===== src/rtl/uart_relay.sv =====
// uart_relay
// Receives UART bytes, buffers them in a FIFO and retransmits them. Each
// byte popped from the FIFO passes either straight through or through a
// Hamming(7,4) encode / optional single-bit injection / decode round trip
// before it is loaded into the transmitter.
//
// Ports
//   clk           : single clock, all logic on the rising edge
//   reset         : synchronous active-high reset
//   bit_in        : asynchronous UART RX line (idle high)
//   bit_out       : UART TX line (idle high)
//   ecc_en        : 1 = Hamming round-trip path, 0 = pass-through (sampled at pop)
//   tx_hold       : blocks new pops while high; a frame in progress completes
//   led_bus       : last byte loaded into the transmitter
//   fifo_count    : current FIFO occupancy
//   overflow      : sticky, a good RX byte was dropped on a full FIFO
//   err_count     : saturating count of RX framing / parity errors
//   tx_busy       : high from the pop cycle through the last stop-bit cycle
//   ecc_corrected : pulse in the pop cycle when either decoder syndrome is nonzero
//
// RX FSM
//   state     | meaning
//   RX_IDLE   | waiting for a synchronised high-to-low transition
//   RX_START  | half-bit wait, then confirm start bit is still low
//   RX_DATA   | sample 8 data bits LSB first at mid-bit
//   RX_PARITY | sample even parity bit (PARITY_EN only)
//   RX_STOP   | sample stop bit; push good byte or count error
//
// TX FSM
//   state     | meaning
//   TX_IDLE   | line high, a pop may load a new frame
//   TX_SEND   | shifting start, data, optional parity and stop bits

module uart_relay #(
  parameter int CLKS_PER_BIT = 434,
  parameter int FIFO_DEPTH   = 16,
  parameter int PARITY_EN    = 0,
  parameter int INJ_POS      = 0
) (
  input  logic                          clk,
  input  logic                          reset,
  input  logic                          bit_in,
  output logic                          bit_out,
  input  logic                          ecc_en,
  input  logic                          tx_hold,
  output logic [7:0]                    led_bus,
  output logic [$clog2(FIFO_DEPTH):0]   fifo_count,
  output logic                          overflow,
  output logic [7:0]                    err_count,
  output logic                          tx_busy,
  output logic                          ecc_corrected
);

  localparam int CW = $clog2(CLKS_PER_BIT);
  localparam int AW = $clog2(FIFO_DEPTH);
  localparam logic [CW-1:0] BIT_LAST  = CW'(CLKS_PER_BIT - 1);
  localparam logic [CW-1:0] HALF_LAST = CW'(CLKS_PER_BIT / 2 - 1);
  // Injection mask over codeword positions 1..7; position 0 means none.
  localparam logic [7:0] INJ_ONEHOT = 8'(1 << INJ_POS);
  localparam logic [6:0] INJ_MASK   = INJ_ONEHOT[7:1];

  typedef enum logic [2:0] {RX_IDLE, RX_START, RX_DATA, RX_PARITY, RX_STOP} rx_state_t;
  typedef enum logic {TX_IDLE, TX_SEND} tx_state_t;

  // Codeword bit k holds position k+1: {d3,d2,d1,p4,d0,p2,p1}.
  function automatic logic [6:0] ham_enc(input logic [3:0] d);
    ham_enc = {d[3], d[2], d[1], d[1] ^ d[2] ^ d[3], d[0],
               d[0] ^ d[2] ^ d[3], d[0] ^ d[1] ^ d[3]};
  endfunction

  function automatic logic [2:0] ham_syn(input logic [6:0] c);
    ham_syn = {c[3] ^ c[4] ^ c[5] ^ c[6],
               c[1] ^ c[2] ^ c[5] ^ c[6],
               c[0] ^ c[2] ^ c[4] ^ c[6]};
  endfunction

  function automatic logic [3:0] ham_fix(input logic [6:0] c, input logic [2:0] s);
    logic [6:0] f;
    f = c;
    if (s != 3'd0) f[s - 3'd1] = ~f[s - 3'd1];
    ham_fix = {f[6], f[5], f[4], f[2]};
  endfunction

  // RX
  logic          sync1, sync2, sync_prev;
  rx_state_t     rx_state;
  logic [CW-1:0] rx_cnt;
  logic [2:0]    rx_idx;
  logic [7:0]    rx_shift;
  logic          rx_par;
  logic          push_req;

  // FIFO
  logic [7:0]    mem [FIFO_DEPTH];
  logic [AW-1:0] wr_ptr, rd_ptr;
  logic [AW:0]   count;
  logic          full, push, pop;
  logic [7:0]    head;

  // TX
  tx_state_t     tx_state;
  logic [CW-1:0] tx_cnt;
  logic [3:0]    tx_left;
  logic [9:0]    tx_shift;

  // Transform
  logic [6:0]    cw_lo, cw_hi;
  logic [2:0]    syn_lo, syn_hi;
  logic [7:0]    tx_byte;

  assign full  = (count == (AW+1)'(FIFO_DEPTH));
  // count is registered, so a byte pushed into an empty FIFO is not visible
  // to pop until the following cycle.
  assign pop   = !reset && (tx_state == TX_IDLE) && (count != '0) && !tx_hold;
  assign push  = push_req && (!full || pop);
  assign head  = mem[rd_ptr];

  assign fifo_count    = count;
  assign tx_busy       = (tx_state == TX_SEND) || pop;
  assign ecc_corrected = pop && ecc_en && ((syn_lo != 3'd0) || (syn_hi != 3'd0));

  always_comb begin
    cw_lo   = ham_enc(head[3:0]) ^ INJ_MASK;
    cw_hi   = ham_enc(head[7:4]) ^ INJ_MASK;
    syn_lo  = ham_syn(cw_lo);
    syn_hi  = ham_syn(cw_hi);
    tx_byte = head;
    if (ecc_en) tx_byte = {ham_fix(cw_hi, syn_hi), ham_fix(cw_lo, syn_lo)};
  end

  always_ff @(posedge clk) begin
    if (reset) begin
      sync1     <= 1'b1;
      sync2     <= 1'b1;
      sync_prev <= 1'b1;
      rx_state  <= RX_IDLE;
      rx_cnt    <= '0;
      rx_idx    <= '0;
      rx_shift  <= '0;
      rx_par    <= 1'b0;
      push_req  <= 1'b0;
      err_count <= '0;
    end else begin
      sync1     <= bit_in;
      sync2     <= sync1;
      sync_prev <= sync2;
      push_req  <= 1'b0;
      case (rx_state)
        RX_IDLE: begin
          if (sync_prev && !sync2) begin
            rx_state <= RX_START;
            rx_cnt   <= HALF_LAST;
          end
        end
        RX_START: begin
          if (rx_cnt == '0) begin
            // A line already back high is a glitch, not a start bit.
            if (sync2) begin
              rx_state <= RX_IDLE;
            end else begin
              rx_state <= RX_DATA;
              rx_cnt   <= BIT_LAST;
              rx_idx   <= '0;
            end
          end else begin
            rx_cnt <= rx_cnt - CW'(1);
          end
        end
        RX_DATA: begin
          if (rx_cnt == '0) begin
            rx_shift <= {sync2, rx_shift[7:1]};
            rx_cnt   <= BIT_LAST;
            rx_idx   <= rx_idx + 3'd1;
            if (rx_idx == 3'd7) rx_state <= (PARITY_EN != 0) ? RX_PARITY : RX_STOP;
          end else begin
            rx_cnt <= rx_cnt - CW'(1);
          end
        end
        RX_PARITY: begin
          if (rx_cnt == '0) begin
            rx_par   <= sync2;
            rx_state <= RX_STOP;
            rx_cnt   <= BIT_LAST;
          end else begin
            rx_cnt <= rx_cnt - CW'(1);
          end
        end
        RX_STOP: begin
          if (rx_cnt == '0) begin
            // Back to idle at mid-stop; the line is high so no false start.
            rx_state <= RX_IDLE;
            if (sync2 && ((PARITY_EN == 0) || (rx_par == ^rx_shift))) begin
              push_req <= 1'b1;
            end else if (err_count != 8'hFF) begin
              err_count <= err_count + 8'd1;
            end
          end else begin
            rx_cnt <= rx_cnt - CW'(1);
          end
        end
        default: rx_state <= RX_IDLE;
      endcase
    end
  end

  always_ff @(posedge clk) begin
    if (reset) begin
      wr_ptr   <= '0;
      rd_ptr   <= '0;
      count    <= '0;
      overflow <= 1'b0;
    end else begin
      if (push) wr_ptr <= wr_ptr + AW'(1);
      if (pop)  rd_ptr <= rd_ptr + AW'(1);
      if (push && !pop)      count <= count + (AW+1)'(1);
      else if (pop && !push) count <= count - (AW+1)'(1);
      if (push_req && !push) overflow <= 1'b1;
    end
  end

  // Storage needs no reset: pointers and count gate every read.
  always_ff @(posedge clk) begin
    if (push) mem[wr_ptr] <= rx_shift;
  end

  always_ff @(posedge clk) begin
    if (reset) begin
      tx_state <= TX_IDLE;
      bit_out  <= 1'b1;
      tx_cnt   <= '0;
      tx_left  <= '0;
      tx_shift <= '1;
      led_bus  <= '0;
    end else begin
      case (tx_state)
        TX_IDLE: begin
          if (pop) begin
            tx_state <= TX_SEND;
            bit_out  <= 1'b0;
            tx_cnt   <= BIT_LAST;
            // Bits still to send after the start bit: data, parity?, stop.
            tx_left  <= (PARITY_EN != 0) ? 4'd10 : 4'd9;
            tx_shift <= {1'b1, (PARITY_EN != 0) ? ^tx_byte : 1'b1, tx_byte};
            led_bus  <= tx_byte;
          end
        end
        TX_SEND: begin
          if (tx_cnt == '0) begin
            if (tx_left == 4'd0) begin
              tx_state <= TX_IDLE;
              bit_out  <= 1'b1;
            end else begin
              bit_out  <= tx_shift[0];
              tx_shift <= {1'b1, tx_shift[9:1]};
              tx_left  <= tx_left - 4'd1;
              tx_cnt   <= BIT_LAST;
            end
          end else begin
            tx_cnt <= tx_cnt - CW'(1);
          end
        end
        default: tx_state <= TX_IDLE;
      endcase
    end
  end

endmodule

===== config.mk =====
export PLATFORM = sky130hd
export DESIGN_NAME = uart_relay
export DESIGN_NICKNAME = d
export VERILOG_FILES = /design/src/rtl/uart_relay.sv
export SDC_FILE = /design/constraint.sdc
export NUM_CORES = 1
export LEC_CHECK = 0
export BUFFER_PORTS_ARGS = -buffer_cell sky130_fd_sc_hd__buf_4
export CORE_ASPECT_RATIO = 0.6
export CORE_MARGIN = 5
export CORE_UTILIZATION = 60
export CTS_CLUSTER_DIAMETER = 150
export CTS_CLUSTER_SIZE = 20
export DETAILED_ROUTE_END_ITERATION = 10
export PLACE_DENSITY_LB_ADDON = 0.2
export SLEW_MARGIN = 20
export SYNTH_ARGS = -nofsm -noshare
export SYNTH_HDL_FRONTEND = slang
export SYNTH_SLANG_ARGS = --single-unit
export TNS_END_PERCENT = 10

===== constraint.sdc =====
create_clock -name clk -period 3.8 [get_ports clk]
set_input_delay 0.57 -clock clk [delete_from_list [all_inputs] [get_ports clk]]
set_output_delay 0.57 -clock clk [all_outputs]
set_load 0.03 [all_outputs]

* Word level (Yosys, flattened, before mapping)
Memories as Yosys holds them, arrays and structs flattened. A register that Yosys moved wholly into a read port is not among the register bits.
Cells that the tools add are included.
** Operators by class
- Muxes and demuxes :: 58
- Equality and inequality tests :: 20
- Bitwise logic cells :: 36
- Add/subtract/negate cells :: 11
- Reductions and logical operators :: 42
- $lt $le $gt $ge :: 4
** Operator list (count)
- $mux W9 :: 8
- $pmux W9 S4 :: 1
- $mux W10 :: 3
- $xor A1 B1 Y1 :: 30
- $mux W3 :: 9
- $mux W4 :: 5
- $ne A2 B2 Y1 const B :: 10
- $pmux W10 S2 :: 1
- $logic_not A9 Y1 :: 2
- $pmux W9 S2 :: 1
- $sub A9 B1 Y9 const B :: 2
- $pmux W3 S5 :: 1
- $bwmux W7 :: 2
- $mux W7 :: 2
- $mux W1 :: 13
- $logic_and A1 B1 Y1 :: 12
- $reduce_and A4 Y1 :: 3
- $mux W5 :: 2
- $add A4 B1 Y4 const B :: 2
- $add A8 B1 Y8 const B :: 1
- $lt A3 B4 Y1 const B :: 2
- $mux W8 :: 1
- $ne A8 B8 Y1 const B :: 1
- $pmux W4 S2 :: 1
- other kinds (31) :: 56
** Storage, ports and cells
- Input bits :: 5
- Flip-flop bits (word level) :: 82
- Memory bits (writable) :: 128
- Memories kept :: 1
** Memory list
- mem :: depth 16, bits a word 8, read ports 1, clocked after Yosys merged registers in 1, wr ports 1, line 94 : logic [7:0] mem [FIFO_DEPTH];

* Depth between registers and ports, before layout
Gate-level depths: netlist (run 1).
- Word-level depth :: 15
- Mapped depth :: 12
- Gate-level depth less buffers :: 11

* Worst setup path after synthesis (run 1)
Ideal clock, no wire load.
- Path kind :: register -> register
- Start :: reg count[0] (netlist: fifo_count[0])
- End :: reg count[4] (netlist: fifo_count[4])
- Data arrival time :: 2913 ps
- Buffers on the path :: 1
- Clock period less this slack :: 2983 ps
- Cell stages (with the launch flop) :: 13
- Slack :: 817 ps
- Cells stage by stage :: dfxtp_1 nor4_4 a21oi_4 inv_2 clkbuf_1 ha_1 inv_1 fa_1 a21o_1 a21oi_1 xnor2_1 or3_1 a21oi_1
** On the way
- Longest elaborated chain between the ends :: 8
- Elaborated cells between the ends (all ways) :: 16
- Those cells by class :: 2 x add/sub; 1 x eq/ne; 2 x mux; 11 x reduce/logical
** Ends and longest elaborated chain
- from (decl) :: line 96 : logic [AW:0] count;
- from (signal assigned) :: line 215 : if (push && !pop) count <= count + (AW+1)'(1);
- from (signal assigned) :: line 216 : else if (pop && !push) count <= count - (AW+1)'(1);
- parallel branches: the longest is 8 deep, another holds $sub A5 B1 Y5
Several ways; the timed one is not identified. The select of a mux whose other input is x is not followed.
A chain may end at the register's enable or synchronous reset.

* Worst setup path after layout (run 1)
Same ends and word-level chain as after synthesis.

==> results.json, run 1 <==
{
  "slowest_delay_ns": 0.54,
  "required_ns": 4.19,
  "slew_violations": 0,
  "detail-route-antenna-nets": 0,
  "dr.pass1.iters": 7,
  "p_int_mw": 3.82,
  "cts_setup_buffers": 0,
  "grt_pass1_vias": 5390,
  "clockBufferDepth": 3,
  "yosysWarnings": 0,
  "min_path_cells": 2,
  "ff2ff_path_depth": 11,
  "status": "finished clean",
  "power_density_nw_per_um2": 561,
  "numCtsBuffers": 14,
  "grt_max_degree": 77,
  "synthToLayoutAreaGrowth_pct": 8.39,
  "die_area_um2": 17500,
  "grt_usage_pct": 21.0,
  "synthFlopType": "edfxtp_1",
  "cts_hold_buf": 0,
  "layout.nets": 706,
  "worst_pin_slew_ns": 0.876,
  "maxSlewHeadroom_pct": 41.4,
  "grt_overflow": 0,
  "fp-row-count": 34,
  "hold_viol_final": 0,
  "diodes": 0,
  "setup_tns_ns": 0,
  "p_total_mw": 5.44,
  "htree_num_levels": 1,
  "min_path_type": "primary input to register",
  "syn_nets": 690,
  "cts-root-buf": "clkbuf_16",
  "wl_um": 18300,
  "cts_resized": 0,
  "p_seq_share_pct": 49.5,
  "r2r_end": "fifo_count[4]$_SDFFE_PP0P_",
  "yosys.area.top_type_share_pct": 43.0,
  "vdd_ir_drop_max_uv": 396,
  "slowest_stage": "nor4_4",
  "avgRoutedWirePerCell_um": 20.6,
  "worst_slack_ns": 0.715,
  "synth_most_common_cell": "edfxtp_1",
  "end_kind": "register",
  "path_class": "register to register",
  "drv_cap": 0,
  "p_leak_nw": 3.29,
  "hpwl_um": 12100,
  "drcViolationCount": 0,
  "synth_cells": 668,
  "syn_area_um2": 8940,
  "syn-mean-instance-area_um2": 13.4,
  "fillers": 1065,
  "pwr-share-comb_pct": 23.3,
  "dp_slack_ns": 0.651,
  "cp_common_cell": "a21oi_1",
  "ff2ff_setup_slack_ns": 0.72,
  "finalCritPeriodShare_pct": 81.2,
  "grt_pass1_wl_um": 29400,
  "clock_latency_ns": 0.47,
  "viasPerCell": 6.10,
  "layout-drive-gt1-share_pct": 18.1,
  "cts.sinks": 212,
  "cts.clk_slew.worst_paths_ns": 0.08,
  "power.switching_mw": 1.62,
  "rsz0062_at_grt": "no",
  "hold_start": "bit_in",
  "ys_ff_latch": 212,
  "arrival_ns": 3.48,
  "sw_frac_of_total_pct": 29.8,
  "timing.rr.start": "fifo_count[0]$_SDFFE_PP0P_",
  "finalSetupViolations": 0,
  "synth_area_leaders": "edfxtp_1, dfxtp_1, mux4_2",
  "start_util_pct": 61.4,
  "vias": 5429,
  "skew_ns": 0.0107,
  "timing.fmax_mhz": 324,
  "ys_top_cells_by_count": "edfxtp_1, dfxtp_1, nor2_1",
  "io_pins": 30,
  "numPortBuffers": 27,
  "cts_tree": "done",
  "drt_iter0_drc": 543,
  "die_y_um": 105,
  "p_clk_share_pct": 27.2,
  "yosysUniqueCellTypes": 68,
  "synth_top_cell_by_area": "edfxtp_1",
  "dpl.cell_count": 866,
  "die_width_um": 168,
  "antenna_found_initial": 0,
  "synth_seq_area_share_pct": 61.8,
  "crit_path_cell_trace": "nor4_4 -> a21oi_4 -> inv_2 -> ha_1 -> inv_1 -> fa_1 -> a21o_1 -> a21oi_1 -> xnor2_1 -> or3_1 -> a21oi_1",
  "critPathMaxFanout": 21,
  "coreArea_um2": 14500,
  "start_kind": "register",
  "fin_cells": 890,
  "ys_async_sr_fraction_pct": 0,
  "place_congestion": 0.832,
  "finalCriticalPeriod_ns": 3.08,
  "hold_end": "sync1$_SDFF_PP1_",
  "synth_edf_count": 128
}
-- per-layer routing --
layer	GRT usage, %	vias up	wire, um
li1	-	2537	-
met1	32.4	2713	8560
met2	32.6	158	8420
met3	3.43	21	1080
met4	3.13	0	230
met5	0	-	0
-- flip-flops by register name, summed over array words and instances (netlist names), named ones only --
register / flops
bit_out: 1
err_count: 8
fifo_count: 5
led_bus: 8
mem: 128
overflow: 1
push_req: 1
rd_ptr: 4
rx_cnt: 9
rx_idx: 3
rx_shift: 8
rx_state: 3
sync1: 1
sync2: 1
sync_prev: 1
tx_cnt: 9
tx_left: 4
tx_shift: 8
tx_state: 1
wr_ptr: 4
-- through the flow --
stage                     area [um2]  util [%]  hold WS (ns)
after floorplan                 8940         -         0.389
after global placement          9270      63.7         0.400
after detailed placement        9270      63.7         0.394
after CTS                       9690      66.6         0.274
after global routing            9690      66.6         0.285
final                           9690      66.6         0.287
-- critical path, delay by kind of cell, from the launching register on --
| family | cells | cell delay (ns) |
|---|---|---|
| AOI/OAI and AO/OA | 4 | 0.61 |
| xor gates and xnor gates | 1 | 0.09 |
| adders and majority gates | 2 | 0.68 |
| buffers and inverters | 2 | 0.40 |
| DFF | 1 | 0.39 |
| and+or+nand+nor | 2 | 0.84 |
-- cells in the final DEF, fill, tap and decap left out, drive strengths merged, types with 4 or more instances in the layout --
cell type,Yosys,layout
a221oi,7,7
nand2,43,43
nand4,7,7
ha,16,16
o2111ai,4,4
xor2,9,9
nor4,4,4
or2,4,4
o21ai,19,19
xnor2,10,10
nor2,74,74
edfxtp,128,128
nand3,12,12
a22o,14,14
a22oi,4,4
dfxtp,84,84
nor3,17,17
inv,18,19
a211oi,5,5
nand2b,5,5
clkbuf,16,23
a21oi,42,42
nor4b,10,10
and3,7,7
mux4,32,32
nor2b,6,6
buf,21,37
or3,5,5
-- area by class of cell --
class	count	area (um2)	area share [%]
clock buffer	23	405	4.19
timing repair buffer	37	278	2.87
inverter	18	67.6	0.698
clock inverter	1	8.76	0.0904
tap	198	248	2.56
multi-input combinational	401	3150	32.5
sequential	212	5530	57.1
-- kinds of logic after synthesis --
group	Yosys count	synth area share, %
DFF	212	61.8
and+or+nand+nor	207	12.3
AOI/OAI and AO/OA	119	9.73
adders and majority gates	17	2.46
xor gates and xnor gates	19	1.86
muxes	38	8.86
buffers and inverters	55	2.90
other	1	0.0420
-- worst max path at each step --
stage | startpoint | end | slack (ns) | depth (start not counted)
after global routing | fifo_count[0]$_SDFFE_PP0P_ | fifo_count[4]$_SDFFE_PP0P_ | 0.48 | 11
after floorplan | fifo_count[0]$_SDFFE_PP0P_ | fifo_count[4]$_SDFFE_PP0P_ | 0.82 | 12
final | fifo_count[0]$_SDFFE_PP0P_ | fifo_count[4]$_SDFFE_PP0P_ | 0.72 | 11
after detailed placement | tx_hold | fifo_count[4]$_SDFFE_PP0P_ | 0.65 | 11
after global placement | tx_hold | fifo_count[4]$_SDFFE_PP0P_ | 0.69 | 11
after CTS | fifo_count[0]$_SDFFE_PP0P_ | fifo_count[4]$_SDFFE_PP0P_ | 0.71 | 11
-- power groups by stage --
| stage | Sequential, mW | Clock [mW] | Combinational [mW] |
|---|---|---|---|
| finish | 2.69 | 1.48 | 1.27 |
| global route | 2.71 | 1.59 | 1.39 |
| CTS | 2.69 | 1.50 | 1.27 |
| detailed placement | 2.74 | 0 | 1.26 |
| global placement | 2.73 | 0 | 1.22 |
| floorplan | 2.79 | 0 | 0.950 |
Note: power is estimated with default switching activity, not from simulation.
==> run 2, diff against run 1 <==
--- a/config.mk
+++ b/config.mk
@@ -5,10 +5,11 @@
 export SDC_FILE = /design/constraint.sdc
 export NUM_CORES = 1
 export LEC_CHECK = 0
+export ABC_AREA = 1
 export BUFFER_PORTS_ARGS = -buffer_cell sky130_fd_sc_hd__buf_4
 export CORE_ASPECT_RATIO = 0.6
 export CORE_MARGIN = 5
-export CORE_UTILIZATION = 60
+export CORE_UTILIZATION = 56
 export CTS_CLUSTER_DIAMETER = 150
 export CTS_CLUSTER_SIZE = 20
 export DETAILED_ROUTE_END_ITERATION = 10
==> constraint.sdc (replaced) <==
create_clock -name clk -period 2.75 [get_ports clk]
set_input_delay 0.4125 -clock clk [delete_from_list [all_inputs] [get_ports clk]]
set_output_delay 0.4125 -clock clk [all_outputs]
set_load 0.03 [all_outputs]
==> results.json, run 2 <==
{
  "p_total_mw": 9.75,
  "skew_ns": 0.0240,
  "final_common_cell": "nand2_1",
  "finalCritPeriodShare_pct": 88.4,
  "synth_seq_area_share_pct": 56.5,
  "grt_usage_pct": 21.5,
  "hold_start": "bit_in",
  "p_leak_nw": 4.64,
  "cts_setup_buffers": 0,
  "coreArea_um2": 17100,
  "critPathMaxFanout": 7,
  "ff2ff_path_depth": 15,
  "synthToLayoutAreaGrowth_pct": 9.44,
  "hpwl_um": 14200,
  "reg.largest.list": "mem: 128 flops, rx_cnt: 9 flops, tx_cnt: 9 flops",
  "cts_resized": 0,
  "status": "finished clean",
  "synth_most_common_cell": "nand2_1",
  "syn_nets": 1139,
  "start_kind": "register",
  "crit_buf_inv": 2,
  "diodes": 0,
  "maxSlewHeadroom_pct": 40.5,
  "grt_max_degree": 66,
  "clock_latency_ns": 0.48,
  "largest_reg_flops": 128,
  "cp_common_cell": "nand2_1",
  "hold_end": "sync1$_SDFF_PP1_",
  "r2r_end": "fifo_count[4]$_SDFFE_PP0P_",
  "slowest_delay_ns": 0.38,
  "drcViolationCount": 0,
  "rsz0062_at_grt": "no",
  "drt_iter0_drc": 921,
  "die_y_um": 112,
  "slew_violations": 0,
  "fp-row-count": 37,
  "viasPerCell": 5.20,
  "grt_overflow": 0,
  "worst_pin_slew_ns": 0.891,
  "dp_slack_ns": 0.253,
  "timing.fmax_mhz": 411,
  "slowest_stage": "dfxtp_1",
  "yosysUniqueCellTypes": 39,
  "timing.rr.start": "fifo_count[1]$_SDFFE_PP0P_",
  "yosysWarnings": 0,
  "vdd_ir_drop_max_uv": 448,
  "layout-drive-gt1-share_pct": 10.7,
  "crit_path_cell_trace": "nor2_1 -> nand2_1 -> nor2_1 -> nand2_1 -> nand2_1 -> inv_2 -> ha_1 -> inv_1 -> ha_1 -> nand2_1 -> nand2_1 -> a21oi_1 -> xor2_1 -> nand2_1 -> a21oi_1",
  "final_cell_mix": "nand2_1, edfxtp_1, inv_1, nand3_1, nor2_1",
  "fin_cells": 1389,
  "antenna_found_initial": 0,
  "synth_top_cell_by_area": "edfxtp_1",
  "finalSetupViolations": 0,
  "wl_um": 21700,
  "path_class": "register to register",
  "die_width_um": 181,
  "ys_top_cells_by_count": "nand2_1, edfxtp_1, inv_1",
  "detail-route-antenna-nets": 0,
  "dr.pass1.iters": 5,
  "end_kind": "register",
  "clockBufferDepth": 3,
  "fin_util_pct": 62.5,
  "ys_async_sr_fraction_pct": 0,
  "layout.nets": 1169,
  "drv_cap": 0,
  "synth_area_leaders": "edfxtp_1, dfxtp_1, nand2_1",
  "grt_pass1_vias": 6666,
  "synth_edf_count": 128,
  "syn_area_um2": 9780,
  "numPortBuffers": 27,
  "cts-root-buf": "clkbuf_16",
  "syn-mean-instance-area_um2": 8.76,
  "vias": 7216,
  "synthFlopType": "edfxtp_1",
  "setup_tns_ns": 0,
  "min_path_cells": 2,
  "ys_ff_latch": 212,
  "numCtsBuffers": 14,
  "grt_pass1_wl_um": 35300,
  "arrival_ns": 2.84,
  "cts_hold_buf": 0,
  "synth_cells": 1117,
  "start_util_pct": 57.1,
  "min_path_type": "primary input to register",
  "place_congestion": 0.879,
  "die_area_um2": 20300,
  "yosys.area.top_type_share_pct": 39.3,
  "cts_tree": "done",
  "finalCriticalPeriod_ns": 2.43,
  "worst_slack_ns": 0.318,
  "cpLargestDelayFamily": "simple AND/OR/NAND/NOR gates",
  "dpl.cell_count": 1365,
  "cts.sinks": 212,
  "ff2ff_setup_slack_ns": 0.32,
  "hold_viol_final": 0,
  "top_register": "mem",
  "io_pins": 30,
  "power_density_nw_per_um2": 910,
  "cts.clk_slew.worst_paths_ns": 0.09,
  "required_ns": 3.16,
  "avgRoutedWirePerCell_um": 15.6,
  "htree_num_levels": 1
}
==> run 2: cell count changes after synthesis, moves of 9 or more <==
cell / before / now
a22o_1: 14 / 0
buf_2: 6 / 21
inv_1: 16 / 124
inv_2: 2 / 11
mux4_2: 32 / 0
nand2_1: 43 / 303
nand3_1: 12 / 123
nor2_1: 74 / 120
nor3_1: 17 / 3
o21ai_0: 17 / 43
==> run 2: cell families after synthesis <==
group | Yosys count | share of synthesized area, %
adders and majority gates | 17 | 2.25
DFF | 212 | 56.5
buffers and inverters | 176 | 7.30
and+or+nand+nor | 594 | 26.8
xor gates and xnor gates | 14 | 1.25
other | 1 | 0.0383
AOI/OAI and AO/OA | 103 | 5.85
==> run 2: worst max path at each step <==
| stage | startpoint | endpoint | slack [ns] | depth (start not counted) |
|---|---|---|---|---|
| after floorplan | fifo_count[1]$_SDFFE_PP0P_ | fifo_count[4]$_SDFFE_PP0P_ | 0.32 | 15 |
| after global placement | tx_hold | fifo_count[4]$_SDFFE_PP0P_ | 0.30 | 15 |
| after detailed placement | tx_hold | fifo_count[4]$_SDFFE_PP0P_ | 0.25 | 15 |
| after CTS | fifo_count[1]$_SDFFE_PP0P_ | fifo_count[4]$_SDFFE_PP0P_ | 0.33 | 15 |
| after global routing | fifo_count[1]$_SDFFE_PP0P_ | fifo_count[4]$_SDFFE_PP0P_ | 0.02 | 15 |
| final | fifo_count[1]$_SDFFE_PP0P_ | fifo_count[4]$_SDFFE_PP0P_ | 0.32 | 15 |
==> run 2: area by class of cell <==
cell class / count / area (um2)
Timing Repair Buffer: 53 / 410
Clock inverter: 1 / 8.76
Tap cell: 234 / 293
Inverter: 137 / 519
Fill cell: 1502 / 6420
Clock buffer: 23 / 405
Multi-Input combinational cell: 729 / 3540
Sequential cell: 212 / 5530
==> run 2: per-layer routing <==
metal  wire [um]  up-vias  track usage, %
li1            -     3679               -
met1       10900     3297            34.3
met2        8530      216            30.1
met3        1970       24            5.08
met4         304        0            3.73
met5           0        -               0
==> run 2: worst reg2reg max path, cell delays in order, from the launching register on <==
cell,delay [ns]
dfxtp_1,0.38
nor2_1,0.20
nand2_1,0.08
nor2_1,0.17
nand2_1,0.08
nand2_1,0.09
inv_2,0.07
ha_1,0.22
inv_1,0.15
ha_1,0.30
nand2_1,0.09
nand2_1,0.05
a21oi_1,0.15
xor2_1,0.15
nand2_1,0.07
a21oi_1,0.11
==> run 2: stage by stage <==
stage	hold slack, ns	cell area (um2)
2_1_floorplan	0.389	9780
3_3_place_gp	0.407	10300
3_5_place_dp	0.397	10300
4_1_cts	0.103	10700
5_1_grt	0.117	10700
6_report	0.115	10700
==> run 2: where the power goes <==
group	total [mW]	switching, mW	internal [mW]
Sequential	3.95	0.289	3.66
Clock	2.09	1.06	1.02
Combinational	3.71	2.49	1.21
==> run 3, diff against run 2 <==
--- a/config.mk
+++ b/config.mk
@@ -13,7 +13,7 @@
 export CTS_CLUSTER_DIAMETER = 150
 export CTS_CLUSTER_SIZE = 20
 export DETAILED_ROUTE_END_ITERATION = 10
-export PLACE_DENSITY_LB_ADDON = 0.2
+export PLACE_DENSITY = 0.79
 export SLEW_MARGIN = 20
 export SYNTH_ARGS = -nofsm -noshare
 export SYNTH_HDL_FRONTEND = slang
==> results.json, run 3 (synthesized netlist as in run 2, its figures left out) <==
{
  "reg.largest.list": "mem: 128 flops, rx_cnt: 9 flops, tx_cnt: 9 flops",
  "end_kind": "register",
  "cts.clk_slew.worst_paths_ns": 0.08,
  "antenna_found_initial": 0,
  "largest_reg_flops": 128,
  "fp-row-count": 37,
  "diodes": 0,
  "drt_iter0_drc": 972,
  "ff2ff_path_depth": 15,
  "p_total_mw": 9.73,
  "cts_resized": 0,
  "multi_input_area_um2": 3540,
  "layout-drive-gt1-share_pct": 10.7,
  "crit_path_cell_trace": "nor2_2 -> nand3_2 -> nand2_4 -> nand2_1 -> nand2_1 -> inv_2 -> ha_1 -> inv_1 -> fa_1 -> nand2_1 -> nand2_1 -> a21oi_1 -> xor2_1 -> nand2_1 -> a21oi_1",
  "cts.sinks": 212,
  "layout.nets": 1169,
  "place_congestion": 0.859,
  "min_path_cells": 2,
  "skew_ns": 0.0220,
  "crit_cells": 15,
  "slowest_delay_ns": 0.49,
  "slowest_stage": "dfxtp_1",
  "fin_cells": 1389,
  "maxSlewHeadroom_pct": 37.7,
  "viasPerCell": 5.33,
  "cp_common_cell": "nand2_1",
  "synthToLayoutAreaGrowth_pct": 9.31,
  "grt_pass1_wl_um": 35800,
  "grt_max_degree": 66,
  "rsz0062_at_grt": "no",
  "critPathMaxFanout": 9,
  "hold_start": "bit_in",
  "io_pins": 30,
  "hold_end": "sync1$_SDFF_PP1_",
  "coreArea_um2": 17100,
  "status": "finished clean",
  "numCtsBuffers": 14,
  "finalCriticalPeriod_ns": 2.47,
  "vias": 7401,
  "hpwl_um": 14500,
  "clockBufferDepth": 3,
  "drcViolationCount": 0,
  "path_class": "register to register",
  "seqCellArea_um2": 5530,
  "timing.rr.start": "fifo_count[0]$_SDFFE_PP0P_",
  "htree_num_levels": 1,
  "cpLargestDelayFamily": "simple AND/OR/NAND/NOR gates",
  "clock_latency_ns": 0.47,
  "grt_usage_pct": 21.5,
  "arrival_ns": 2.87,
  "die_area_um2": 20300,
  "worst_pin_slew_ns": 0.933,
  "grt_pass1_vias": 6803,
  "crit_buf_inv": 2,
  "wl_um": 21900,
  "die_y_um": 112,
  "cts_tree": "done",
  "die_width_um": 181,
  "cts-root-buf": "clkbuf_16",
  "final_common_cell": "nand2_1",
  "numPortBuffers": 27,
  "slew_violations": 0,
  "setup_tns_ns": 0,
  "avgRoutedWirePerCell_um": 15.7,
  "dpl.cell_count": 1365,
  "dr.pass1.iters": 6,
  "top_register": "mem",
  "grt_overflow": 0,
  "cts_setup_buffers": 0,
  "r2r_end": "fifo_count[4]$_SDFFE_PP0P_",
  "power_density_nw_per_um2": 910,
  "detail-route-antenna-nets": 0,
  "start_util_pct": 57.1,
  "ff2ff_setup_slack_ns": 0.28,
  "min_path_type": "primary input to register",
  "required_ns": 3.15,
  "finalCritPeriodShare_pct": 89.7,
  "timing.fmax_mhz": 406,
  "p_leak_nw": 4.63,
  "hold_viol_final": 0,
  "fillers": 1451,
  "cts_hold_buf": 0,
  "final_cell_mix": "nand2_1, edfxtp_1, inv_1, nand3_1, nor2_1",
  "start_kind": "register",
  "vdd_ir_drop_max_uv": 405,
  "drv_cap": 0,
  "finalSetupViolations": 0
}
-- run 3: cell counts in the layout (fill, tap and decap cells not counted) --
No cell type changed its count.
-- run 3: power by group --
| part | total (mW) | internal, mW | switching [mW] |
|---|---|---|---|
| clock network | 2.06 | 1.02 | 1.04 |
| logic | 3.71 | 1.20 | 2.51 |
| registers | 3.96 | 3.66 | 0.294 |
| total | 9.73 | 5.89 | 3.84 |
-- run 3: metal layers --
metal / share of wire (%) / GRT usage, % / up-vias
met5: 0 / 0 / -
met4: 1.4 / 3.63 / 0
met3: 8.1 / 4.15 / 29
met2: 42 / 31.1 / 244
met1: 49 / 34.1 / 3451
li1: - / - / 3677
-- run 3: final cells by class --
class	count	share of cell area, %
repair buffers	53	3.72
flip-flops and latches	212	51.7
multi-input cells	729	33.1
well taps	234	2.74
clock buffers	23	3.79
inverters	137	4.86
clock inverters	1	0.0819
-- run 3: worst register-to-register path, cell delays in order (launching register included) --
cell	delay, ns
dfxtp_1	0.49
nor2_2	0.09
nand3_2	0.10
nand2_4	0.10
nand2_1	0.08
nand2_1	0.07
inv_2	0.13
ha_1	0.19
inv_1	0.11
fa_1	0.43
nand2_1	0.08
nand2_1	0.05
a21oi_1	0.16
xor2_1	0.16
nand2_1	0.06
a21oi_1	0.12
-- run 3: worst max path at each step --
stage,start,endpoint
after global placement,tx_hold,fifo_count[4]$_SDFFE_PP0P_
final,fifo_count[0]$_SDFFE_PP0P_,fifo_count[4]$_SDFFE_PP0P_
after CTS,fifo_count[1]$_SDFFE_PP0P_,fifo_count[4]$_SDFFE_PP0P_
after floorplan,fifo_count[1]$_SDFFE_PP0P_,fifo_count[4]$_SDFFE_PP0P_
after global routing,fifo_count[1]$_SDFFE_PP0P_,fifo_count[4]$_SDFFE_PP0P_
after detailed placement,tx_hold,fifo_count[4]$_SDFFE_PP0P_
-- run 3: metrics by stage --
stage	hold WS, ns	area [um2]	worst slack, ns	util [%]
after floorplan	0.389	9780	0.325	-
after global placement	0.396	10300	0.298	60.0
after detailed placement	0.399	10300	0.261	60.0
after CTS	0.121	10700	0.341	62.4
after global routing	0.114	10700	0.0537	62.4
final	0.128	10700	0.284	62.4
